**config.mk**
```make
export PLATFORM = sky130hd
export DESIGN_NAME = pwm_bank
export DESIGN_NICKNAME = d
export VERILOG_FILES = /design/src/rtl/pwm_pkg.sv /design/src/rtl/btn_debounce.sv /design/src/rtl/pwm_bank.sv
export SDC_FILE = /design/constraint.sdc
export NUM_CORES = 1
export LEC_CHECK = 0
export CAP_MARGIN = 20
export CORE_MARGIN = 2
export CORE_UTILIZATION = 42
export CTS_BUF_LIST = sky130_fd_sc_hd__clkbuf_16
export DETAILED_ROUTE_END_ITERATION = 8
export GPL_ROUTABILITY_DRIVEN = 0
export HOLD_SLACK_MARGIN = 0.06
export PLACE_DENSITY_LB_ADDON = 0.1
export SETUP_SLACK_MARGIN = 0.05
export SLEW_MARGIN = 20
export SYNTH_ARGS = -nofsm -noshare
export SYNTH_HDL_FRONTEND = slang
export SYNTH_SLANG_ARGS = --single-unit
```
**constraint.sdc**
```tcl
create_clock -name clk -period 5.9 [get_ports clk]
set_input_delay 0.59 -clock clk [delete_from_list [all_inputs] [get_ports clk]]
set_output_delay 0.59 -clock clk [all_outputs]
set_load 0.005 [all_outputs]
```
**src/rtl/pwm_pkg.sv**
```systemverilog
// Shared helpers for the PWM bank: counter limits, channel phase staggering,
// channel-select width and the enums used by the duty-update logic.
package pwm_pkg;

    typedef enum logic [1:0] {
        OP_HOLD,
        OP_UP,
        OP_DN
    } duty_op_e;

    function automatic int unsigned pwm_max(input int unsigned width);
        return (32'd1 << width) - 32'd1;
    endfunction

    // Channels are spread evenly over one counter period so their edges do not align.
    function automatic int unsigned phase_offset(input int unsigned ch,
                                                 input int unsigned n_ch,
                                                 input int unsigned width);
        return ch * ((32'd1 << width) / n_ch);
    endfunction

    function automatic int unsigned sel_width(input int unsigned n_ch);
        return (n_ch > 1) ? $clog2(n_ch) : 1;
    endfunction

endpackage

```
**src/rtl/btn_debounce.sv**
```systemverilog
// Two-flop synchroniser, persistence debouncer and press-pulse generator for
// one active-low push button.
module btn_debounce #(
    parameter int unsigned DEBOUNCE_MAX = 540_000
) (
    input  logic clk,
    input  logic reset_in,
    input  logic btn_n,
    output logic press
);

    localparam int unsigned CNT_W = (DEBOUNCE_MAX > 1) ? $clog2(DEBOUNCE_MAX + 1) : 1;
    localparam logic [CNT_W-1:0] CNT_LAST = CNT_W'(DEBOUNCE_MAX - 1);

    logic [1:0]       sync;
    logic [CNT_W-1:0] count;
    logic             level;

    // The button is inverted before the synchroniser so that the cleared reset
    // state reads as "released" and cannot fake a press after reset.
    always_ff @(posedge clk or posedge reset_in) begin
        if (reset_in) begin
            sync  <= '0;
            count <= '0;
            level <= 1'b0;
            press <= 1'b0;
        end else begin
            sync  <= {sync[0], ~btn_n};
            press <= 1'b0;
            if (sync[1] != level) begin
                if (count == CNT_LAST) begin
                    count <= '0;
                    level <= sync[1];
                    press <= sync[1];
                end else begin
                    count <= count + CNT_W'(1);
                end
            end else begin
                count <= '0;
            end
        end
    end

endmodule

```
**src/rtl/pwm_bank.sv**
```systemverilog
// Bank of phase-staggered PWM channels whose duties are adjusted from three
// debounced push buttons (channel select, duty up, duty down).
module pwm_bank
    import pwm_pkg::*;
#(
    parameter int unsigned N_CH         = 4,
    parameter int unsigned WIDTH        = 8,
    parameter int unsigned STEP         = 10,
    parameter int unsigned DEBOUNCE_MAX = 540_000,
    parameter bit          WRAP         = 1'b1
) (
    input  logic                          clk,
    input  logic                          reset_in,
    input  logic                          btn_sel_n,
    input  logic                          btn_up_n,
    input  logic                          btn_dn_n,
    output logic [N_CH-1:0]               pwm_out,
    output logic [sel_width(N_CH)-1:0]    sel_ch,
    output logic [WIDTH-1:0]              duty_sel,
    output logic                          period_start
);

    localparam int unsigned       SEL_W   = sel_width(N_CH);
    localparam logic [WIDTH-1:0]  MAX_V   = WIDTH'(pwm_max(WIDTH));
    localparam logic [WIDTH:0]    STEP_W  = (WIDTH + 1)'(STEP);
    localparam logic [SEL_W-1:0]  LAST_CH = SEL_W'(N_CH - 1);

    logic             sel_press;
    logic             up_press;
    logic             dn_press;
    logic [WIDTH-1:0] cnt;
    logic [WIDTH-1:0] target_duty [N_CH];
    logic [WIDTH-1:0] active_duty [N_CH];
    logic [WIDTH-1:0] phase       [N_CH];
    logic [WIDTH-1:0] cur_duty;
    logic [WIDTH-1:0] next_duty;
    logic [WIDTH:0]   sum;
    duty_op_e         op;

    btn_debounce #(.DEBOUNCE_MAX(DEBOUNCE_MAX)) u_sel_btn (
        .clk      (clk),
        .reset_in (reset_in),
        .btn_n    (btn_sel_n),
        .press    (sel_press)
    );

    btn_debounce #(.DEBOUNCE_MAX(DEBOUNCE_MAX)) u_up_btn (
        .clk      (clk),
        .reset_in (reset_in),
        .btn_n    (btn_up_n),
        .press    (up_press)
    );

    btn_debounce #(.DEBOUNCE_MAX(DEBOUNCE_MAX)) u_dn_btn (
        .clk      (clk),
        .reset_in (reset_in),
        .btn_n    (btn_dn_n),
        .press    (dn_press)
    );

    // Simultaneous up and down presses cancel each other.
    always_comb begin
        op = OP_HOLD;
        if (up_press && !dn_press) begin
            op = OP_UP;
        end else if (dn_press && !up_press) begin
            op = OP_DN;
        end
    end

    always_comb begin
        cur_duty  = target_duty[sel_ch];
        sum       = {1'b0, cur_duty} + STEP_W;
        next_duty = cur_duty;
        case (op)
            OP_UP: begin
                if (sum > {1'b0, MAX_V}) begin
                    next_duty = WRAP ? '0 : MAX_V;
                end else begin
                    next_duty = sum[WIDTH-1:0];
                end
            end
            OP_DN: begin
                if ({1'b0, cur_duty} < STEP_W) begin
                    next_duty = WRAP ? MAX_V : '0;
                end else begin
                    next_duty = cur_duty - STEP_W[WIDTH-1:0];
                end
            end
            default: next_duty = cur_duty;
        endcase
    end

    always_ff @(posedge clk or posedge reset_in) begin
        if (reset_in) begin
            cnt          <= '0;
            period_start <= 1'b0;
        end else begin
            cnt          <= cnt + WIDTH'(1);
            period_start <= (cnt == '0);
        end
    end

    always_ff @(posedge clk or posedge reset_in) begin
        if (reset_in) begin
            sel_ch <= '0;
        end else if (sel_press) begin
            sel_ch <= (sel_ch == LAST_CH) ? '0 : sel_ch + SEL_W'(1);
        end
    end

    // Edits land in the target duty; the active copy only follows at the end of
    // a period so a running pulse is never cut short or stretched.
    always_ff @(posedge clk or posedge reset_in) begin
        if (reset_in) begin
            for (int ch = 0; ch < N_CH; ch++) begin
                target_duty[ch] <= '0;
                active_duty[ch] <= '0;
            end
        end else begin
            for (int ch = 0; ch < N_CH; ch++) begin
                if (op != OP_HOLD && SEL_W'(ch) == sel_ch) begin
                    target_duty[ch] <= next_duty;
                end
                if (cnt == MAX_V) begin
                    active_duty[ch] <= target_duty[ch];
                end
            end
        end
    end

    always_comb begin
        for (int ch = 0; ch < N_CH; ch++) begin
            phase[ch] = cnt + WIDTH'(phase_offset(ch, N_CH, WIDTH));
        end
    end

    always_ff @(posedge clk or posedge reset_in) begin
        if (reset_in) begin
            pwm_out <= '0;
        end else begin
            for (int ch = 0; ch < N_CH; ch++) begin
                pwm_out[ch] <= (phase[ch] < active_duty[ch]);
            end
        end
    end

    assign duty_sel = active_duty[sel_ch];

endmodule

```
==> results.md, run 1 <==
- Hold Vio Cnt, Final: 0
- Layout area overhead: 12.41%
- Ys flop type: dfrtp_1
- Unique cell type count in the Yosys netlist: 47
- Async S/R FF share, synth: 1.000
- Number of setup buffers added after CTS: 0
- First-pass DRT Iterations: 4
- Row cnt: 49
- CTS Buffer Depth: 2
- Dominant cell type by area after synthesis: dfrtp_1
- Cell count after synthesis: 721
- Slew @ Worst Pin: 980.2 ps
- Drt drc: 0
- YS warnings: 0
- Commonest cells after routing, fill and taps aside: dfrtp_1, nor2_1, inv_1
- Die Wd: 139.6 µm
- Routed Antenna Nets: 0
- Nets: 792
- # port buffers: 19
- Starting density of the core: 0.4286
- RSZ-0062 raised after global routing: no
- Num CTS Buffers: 17
- Syn Nets: 770
- Crit end category: flip-flop
- Global-route wire length before repair: 26360 µm
- # Max-Cap Violations: 0
- Slew headroom: 0.3465
- CTS root buf: clkbuf_16
- CTS tree: done
- I/O pin total: 20
- Min Clock Period, post-route: 3194 ps
- Vias per Instance: 5.223
- Worst min path class: reg -> reg
- Final core utilization: 0.4817
- Clk slew on worst S/H paths: 60 ps
- Detail-routed net length per standard cell: 15.85 µm
- H-Tree Depth: 4
- Syn_area_per_cell: 10.71 µm²
- Status: finished clean
- Commonest non-fill, non-tap cell in the layout: dfrtp_1
- Yosys top cell area share: 0.4891
- Pin count of the biggest net entering global routing: 114
- Final worst-path setup slack: 2706 ps
- FMAX: 313.1 MHz
- DR vias: 5139
- Post-CTS Resized: 0
- FF-to-FF setup slack: 2710 ps
- Leakage Power: 3.808 nW
- GRT overflow: 0
- Peak supply drop: 188.8 µV
- Core Area: 18020 µm²
- HPWL Detailed: 10900 µm
- Final period util: 0.5413
- Crit path DAT: 3450 ps
- Worst setup SP type: flip-flop
- # hold bufs at CTS: 0
- Cell Pwr Density: 241.7 nW/µm²
- Synth area leaders: dfrtp_1, ha_1, mux2_2
- Layout cells sized above 1: 0.1219
- Skew final: 8.151 ps
- Slew Limit Fails: 0
- Initial drt markers: 255
- Die area: 19490 µm²
- Die H: 139.6 µm
- Post-synthesis register bit count: 151
- Mapped Area: 7725 µm²
- Antenna violations before repair: 0
- Worst Path Max Fanout: 20
- Post-synth EDFFs: 0
- Setup total negative slack: 0 ps
- Routed wire length: 15590 µm
- Vias in the first global route: 5287
- Sequential share of the synthesized area: 0.4891
- Later-pin clock latency in the skew report: 410 ps
- Critical Setup Path Class: reg -> reg
- Clk sink count: 151
- DP Worst Slack: 2711 ps
- Worst Path Required: 6150 ps
- # diodes: 0
- Final setup fails: 0
- GR Util All Layers: 0.1671
[synth_stat cells (3+ instances only)]
master	number
mux2_2	35
and3_1	13
nand2b_1	13
clkbuf_1	11
or3_1	4
nor3_1	7
buf_2	4
ha_1	44
nand4_1	7
and4_1	3
inv_1	54
mux4_2	16
nand3_1	35
nand2_1	38
nor2b_1	5
dfrtp_1	151
nor2_1	97
xor2_1	36
a21oi_1	41
o21ai_0	17
nor4_1	4
a21o_1	17
xnor2_1	30
o21a_1	8
[routing by layer]
layer	track usage	wire [µm]	vias up
li1	-	-	2496
met1	0.2320	7437	2551
met2	0.2696	7498	78
met3	0.03510	506	14
met4	0.04316	149	0
met5	0	0	-
[flip-flops by register name, summed over array words and instances (netlist names), 4 cells and up]
signal,cells
target_duty,32
u_dn_btn.count,20
u_sel_btn.count,20
cnt,8
pwm_out,4
active_duty,32
u_up_btn.count,20
[cells by family (layout without fill, tap and decap cells)]
| kind of cell | after synthesis | after routing | share of synthesized area |
|---|---|---|---|
| multiplexers | 51 | 51 | 0.09767 |
| XOR/XNOR | 66 | 66 | 0.07483 |
| AO/OA/AOI/OAI | 96 | 96 | 0.07953 |
| flip-flops | 151 | 151 | 0.4891 |
| AND/OR/NAND/NOR | 240 | 240 | 0.1495 |
| adder cells (fa/ha/maj) | 44 | 44 | 0.07127 |
| buffers and inverters | 73 | 107 | 0.03806 |
[final cells by class]
type	instances	area, µm²
clock buffer	17	425.4
inverter	54	210.2
fill	1670	9341
multi-input combinational	497	3652
tap	229	286.5
timing repair buffer	22	212.7
sequential	151	3779
clock inverter	14	117.6
[power by group]
| part | leakage, nW | internal, W | switching [W] |
|---|---|---|---|
| logic | 1.48 | 0.00000898 | 0.0000311 |
| clock network | 0.258 | 0.000606 | 0.000403 |
| registers | 2.07 | 0.00104 | 0.00000577 |
[critical path, cell delays in order, from the launching register on]
cell     delay (ps)
dfrtp_1         980
mux4_2          480
ha_1            280
o21ai_0         260
xnor2_1         200
and4_4          300
nand2_4          70
a21oi_1         330
a21oi_1         120
[metrics by stage]
stage,hold WS (ps),cells,total power [W],cell area [µm²]
final,346.0,984,0.002099,8683
after floorplan,331.2,721,0.001096,7725
after detailed placement,334.7,953,0.001110,8138
after global placement,335.6,953,0.001108,8138
after global routing,362.2,984,0.002174,8683
after CTS,347.0,984,0.002125,8681
[final timing paths]
path / cells past startpoint / endpoint / startpoint
min: 0 / u_up_btn.sync[1] / u_up_btn.sync[0]
max reg2reg: 8 / target_duty[11] / sel_ch[1]
min reg2reg: 0 / u_up_btn.sync[1] / u_up_btn.sync[0]
min in group asynchronous: 2 / u_dn_btn.count[7] / reset_in
max in group asynchronous: 3 / target_duty[30] / reset_in
max: 8 / target_duty[11] / sel_ch[1]
Note: power is estimated with default switching activity, not from simulation.
==> run 2, diff against run 1 <==
clock period = 2.95 ns   (was 5.9 ns; I/O delays follow)
==> run 2 against run 1 <==
Via count is 0.12% higher. Critical path depth stayed put. Core utilization is 0.80 points higher. Total power is 110% higher. Global-route usage is 0.35 points higher. Combinational power is 110% higher. Final area is 1.7% higher. First-iteration DRC count is 3.5% higher. Register-to-register slack worse by 2500 ps. Non-clock buffer count is 6 higher. Largest power group is now clock. Highest routed layer unchanged.
==> results.md, run 2 (synthesized netlist as in run 1, its figures left out) <==
- Status: finished clean
- Commonest non-fill, non-tap cell in the layout: dfrtp_1
- Nets: 798 (+0.76%)
- Crit end category: flip-flop
- Worst Path Max Fanout: 10 (-50%)
- H-Tree Depth: 4 (unchanged)
- Slew headroom: 0.4063 (+0.05972)
- Routed Antenna Nets: 0 (unchanged)
- Final worst-path setup slack: 180.5 ps (-2526 ps)
- Global-route wire length before repair: 26390 µm (+0.13%)
- Post-CTS Resized: 0 (unchanged)
- Die H: 139.6 µm (unchanged)
- GR Util All Layers: 0.1706 (+0.003522)
- Slew Limit Fails: 0 (unchanged)
- Core Area: 18020 µm² (unchanged)
- Worst Path Required: 3200 ps (-2950 ps)
- CTS Buffer Depth: 2 (unchanged)
- Num CTS Buffers: 17 (unchanged)
- Crit-path slowest cell: mux4_2
- Largest registers: active_duty (32), target_duty (32)
- # Max-Cap Violations: 0 (unchanged)
- Clk slew on worst S/H paths: 60 ps (about the same)
- Final setup fails: 0 (unchanged)
- Hold Vio Cnt, Final: 0 (unchanged)
- Vias per Instance: 5.192 (-0.59%)
- GRT overflow: 0 (unchanged)
- Worst setup SP type: flip-flop
- Fin cells: 991 (+0.71%)
- # hold bufs at CTS: 0 (unchanged)
- Starting density of the core: 0.4286 (unchanged)
- Leakage Power: 3.883 nW (+2.0%)
- Clk sink count: 151 (unchanged)
- Max stage delay on crit path: 640 ps (-340 ps)
- Placed insts: 959 (+0.63%)
- HPWL Detailed: 11150 µm (+2.3%)
- Worst min path class: in -> async
- Die area: 19490 µm² (unchanged)
- I/O pin total: 20 (unchanged)
- Critical-path cell list: buf_4 -> mux4_2 -> or2_2 -> a21oi_1 -> and4_4 -> a21oi_4 -> a32oi_2 -> a21oi_1
- Peak supply drop: 398.2 µV (+110%)
- Critical Setup Path Class: reg -> reg
- Slew @ Worst Pin: 888.8 ps (-91.41 ps)
- Worst path most repeated cell: a21oi_1
- Drt drc: 0 (unchanged)
- Die Wd: 139.6 µm (unchanged)
- Detail-routed net length per standard cell: 15.74 µm (-0.64%)
- Row cnt: 49 (unchanged)
- Antenna violations before repair: 0 (unchanged)
- Setup total negative slack: 0 ps (unchanged)
- Skew final: 7.004 ps (-1.147 ps)
- FF-to-FF setup slack: 180 ps (-2530 ps)
- DR vias: 5145 (+0.12%)
- DP Worst Slack: 184.0 ps (-2527 ps)
- First-pass DRT Iterations: 4 (unchanged)
- Routed wire length: 15600 µm (about the same)
- Commonest cells after routing, fill and taps aside: dfrtp_1, nor2_1, inv_1
- Cell Pwr Density: 502.7 nW/µm² (+110%)
- CTS tree: done
- Crit path DAT: 3020 ps (-430 ps)
- Layout cells sized above 1: 0.1417 (+0.01988)
- Final period util: 0.9388 (+0.3975)
- Final core utilization: 0.4897 (+0.007983)
- RSZ-0062 raised after global routing: no
- Vias in the first global route: 5165 (-2.3%)
- # diodes: 0 (unchanged)
- Min Clock Period, post-route: 2769 ps (-424.1 ps)
- Later-pin clock latency in the skew report: 420 ps (about the same)
- Layout area overhead: 14.27%
- # port buffers: 19 (unchanged)
- FMAX: 361.1 MHz (+15%)
- Hold slack final: 207.5 ps (-138.5 ps)
- CTS root buf: clkbuf_16
- Initial drt markers: 264 (+3.5%)
- Number of setup buffers added after CTS: 0 (unchanged)
- Pin count of the biggest net entering global routing: 75 (-34%)
[run 2: changes by cell type in the layout (fill, tap and decap cells not counted)]
cell | before | now
inv_8 | 1 | 0
buf_12 | 0 | 2
o221ai_1 | 1 | 0
clkinv_2 | 1 | 6
inv_1 | 54 | 53
buf_4 | 3 | 7
bufinv_16 | 2 | 4
clkinv_1 | 7 | 1
o221ai_2 | 0 | 1
clkinvlp_4 | 3 | 4
a21oi_1 | 41 | 40
a21oi_2 | 2 | 3
clkinv_4 | 0 | 1
[run 2: critical path: cells and delay by family, from the launching register on]
kind / cells / cell delay, ps
DFF: 1 / 430
buffers and inverters: 1 / 230
muxes: 1 / 640
AOI/OAI and AO/OA: 4 / 690
and+or+nand+nor: 2 / 620
[run 2: routing by layer]
| metal | track usage | share of wire | routed length, µm |
|---|---|---|---|
| met1 | 0.2328 | 0.48 | 7441 |
| met4 | 0.06158 | 0.020 | 306 |
| met3 | 0.03476 | 0.025 | 391 |
| met2 | 0.2722 | 0.48 | 7463 |
| met5 | 0 | 0 | 0 |
[run 2: layout make-up]
| cell class | count | area (µm²) |
|---|---|---|
| multi-input combinational | 497 | 3662 |
| timing repair buffer | 28 | 282.8 |
| sequential | 151 | 3779 |
| fill | 1647 | 9198 |
| inverter | 54 | 206.4 |
| tap | 229 | 286.5 |
| clock inverter | 15 | 185.2 |
| clock buffer | 17 | 425.4 |
[run 2: metrics by stage]
stage,total power [W],instance area (µm²)
4_1_cts,0.004503,8817
5_1_grt,0.004610,8827
2_1_floorplan,0.002192,7729
6_report,0.004437,8827
3_3_place_gp,0.002220,8207
3_5_place_dp,0.002225,8207
[run 2: report_power, final]
| group | switching, W | internal, W |
|---|---|---|
| combinational | 0.0000623 | 0.0000225 |
| sequential | 0.0000119 | 0.00209 |
| clock | 0.000853 | 0.00140 |
| total | 0.000927 | 0.00351 |
[run 2: final timing paths]
check	start	to	cells after the start
hold / removal	reset_in	u_sel_btn.sync[0]	2
min in group clk	btn_sel_n	u_sel_btn.sync[0]	2
setup / recovery	sel_ch[0]	target_duty[31]	8
max in group asynchronous	reset_in	active_duty[20]	3
hold reg to reg	u_sel_btn.sync[0]	u_sel_btn.sync[1]	0
setup reg to reg	sel_ch[0]	target_duty[31]	8
==> run 3, diff against run 2 <==
CORE_ASPECT_RATIO = 1.5   (was unset)
==> run 3 against run 2 <==
Routed wire length fell by 0.28%. Combinational power is 4.9% lower. Worst setup slack better by 11 ps. Final cell count is 1.2% lower. Largest cell class unchanged. Clock skew rose by 2.1 ps. Core utilization increased by 0.29 points.
==> results.md, run 3 (synthesized netlist as in run 1, its figures left out) <==
- Drt drc: 0 (unchanged)
- Row cnt: 60 (+22%)
- Crit-path slowest cell: mux4_2
- Number of setup buffers added after CTS: 0 (unchanged)
- Grt met1 use: 0.1984 (-0.03433)
- Worst Path Max Fanout: 7 (-3)
- Slew @ Worst Pin: 808.0 ps (-80.74 ps)
- Antenna violations before repair: 0 (unchanged)
- Critical-path cell list: mux4_2 -> ha_1 -> o2111ai_1 -> xnor2_1 -> and4_4 -> nand2_4 -> a32oi_2 -> a21oi_1
- Setup total negative slack: 0 ps (unchanged)
- Hold path depth: 0
- I/O pin total: 20 (unchanged)
- RSZ-0062 raised after global routing: no
- GR Util met2: 0.3113 (+0.03911)
- Crit path DAT: 3040 ps (+20 ps)
- Peak supply drop: 334.2 µV (-16%)
- Filler Cells Inserted: 1632 (-0.91%)
- H-Tree Depth: 4 (unchanged)
- Clk slew on worst S/H paths: 60 ps (about the same)
- Critical Setup Path Class: reg -> reg
- Routed Antenna Nets: 0 (unchanged)
- Layout cells sized above 1: 0.1378 (-0.003937)
- # diodes: 0 (unchanged)
- Starting density of the core: 0.4288 (about the same)
- Met3 Track Usage GR: 0.03597 (+0.001213)
- Final worst-path setup slack: 191.2 ps (+10.65 ps)
- Commonest non-fill, non-tap cell in the layout: dfrtp_1
- Vias in the first global route: 5319 (+3.0%)
- Worst min path class: reg -> reg
- Slew headroom: 0.4613 (+0.05504)
- Final core utilization: 0.4926 (+0.002912)
- Pin count of the biggest net entering global routing: 152 (+100%)
- Crit end category: flip-flop
- Max stage delay on crit path: 600 ps (-40 ps)
- Cell Pwr Density: 517.6 nW/µm² (+3.0%)
- Leakage Power: 3.908 nW (+0.64%)
- GRT overflow: 0 (unchanged)
- Worst r2r path cells: 8 (unchanged)
- Die H: 170.1 µm (+22%)
- Die Wd: 114.7 µm (-18%)
- Later-pin clock latency in the skew report: 410 ps (about the same)
- Top Usage Layer GRT: met2
- FMAX: 362.5 MHz (+0.39%)
- FF-to-FF setup slack: 190 ps (about the same)
- Initial drt markers: 216 (-18%)
- Min Clock Period, post-route: 2759 ps (-10.65 ps)
- Slew Limit Fails: 0 (unchanged)
- Total design power: 0.004594 W (+3.5%)
- # Max-Cap Violations: 0 (unchanged)
- GR Util All Layers: 0.1709 (+0.0002844)
- Worst Path Required: 3230 ps (+30 ps)
- CTS root buf: clkbuf_16
- Commonest cells after routing, fill and taps aside: dfrtp_1, nor2_1, inv_1
- Largest registers: active_duty (32), target_duty (32)
- Num CTS Buffers: 17 (unchanged)
- Worst setup SP type: flip-flop
- DR vias: 5167 (+0.43%)
- Hold Vio Cnt, Final: 0 (unchanged)
- Final setup fails: 0 (unchanged)
- Core Area: 18020 µm² (about the same)
- Global-route wire length before repair: 26390 µm (about the same)
- Vias per Instance: 5.278 (+1.7%)
- HPWL Detailed: 11060 µm (-0.81%)
- First-pass DRT Iterations: 4 (unchanged)
- Nets: 798 (unchanged)
- DP Worst Slack: 158.5 ps (-25.58 ps)
- Detail-routed net length per standard cell: 15.89 µm (+0.94%)
- Skew final: 9.063 ps (+2.060 ps)
- CTS tree: done
- Die area: 19520 µm² (+0.11%)
- Clk sink count: 151 (unchanged)
- Final period util: 0.9352 (-0.003611)
- Status: finished clean
- # port buffers: 19 (unchanged)
- Routed wire length: 15560 µm (-0.28%)
- Layout area overhead: 14.90%
- Multi-input combinational cell area: 3664 µm² (about the same)
- Storage element area: 3780 µm² (about the same)
- CTS Buffer Depth: 2 (unchanged)
-- run 3: cell types whose count changed in the layout (fill, tap and decap cells not counted), sizes merged --
cell      delta
bufinv       +2
inv          +3
clkinv       -4
clkinvlp     -1
-- run 3: layout make-up --
| type | count | share of cell area |
|---|---|---|
| Clock buffer | 17 | 0.04793 |
| Timing Repair Buffer | 28 | 0.03327 |
| Multi-Input combinational cell | 497 | 0.4127 |
| Tap cell | 217 | 0.03059 |
| Inverter | 54 | 0.02326 |
| Sequential cell | 151 | 0.4259 |
| Clock inverter | 15 | 0.02636 |
-- run 3: final timing paths --
kind                                  start                   to
max                               sel_ch[0]       target_duty[6]
max reg2reg                       sel_ch[0]       target_duty[6]
max in group asynchronous          reset_in            sel_ch[0]
min in group asynchronous          reset_in  u_sel_btn.count[12]
min reg2reg                u_dn_btn.sync[0]     u_dn_btn.sync[1]
min                        u_dn_btn.sync[0]     u_dn_btn.sync[1]
-- run 3: critical path: cells and delay by family (launching register included) --
family                   cells  cell delay, ps
AND/OR/NAND/NOR              2             410
multiplexers                 1             600
XOR/XNOR                     1             230
AO/OA/AOI/OAI                3             700
adder cells (fa/ha/maj)      1             260
flip-flops                   1             430
-- run 3: power breakdown --
group	total, W	switching, W	leakage [nW]	internal (W)
clock	0.00242	0.000838	0.323	0.00158
combinational	0.0000807	0.0000610	1.51	0.0000197
sequential	0.00210	0.0000119	2.07	0.00209
-- run 3: per-stage QoR --
stage	hold slack (ps)	instances	instance area (µm²)
after floorplan	331.2	721	7729
after global placement	333.7	947	8204
after detailed placement	337.8	947	8204
after CTS	334.8	979	8864
after global routing	338.5	979	8876
final	348.5	979	8876
-- run 3: routing by layer --
layer / up-vias / share of wire / routed length [µm]
li1: 2515 / - / -
met1: 2565 / 0.42 / 6469
met2: 68 / 0.55 / 8485
met3: 19 / 0.024 / 371
met4: 0 / 0.015 / 232
met5: - / 0 / 0
-- run 3: what timing repair did --
item / in CTS / in global routing
hold buffers: 0 / 0
endpoints found under the setup margin: 0 / 25
gates resized for setup: 0 / 2
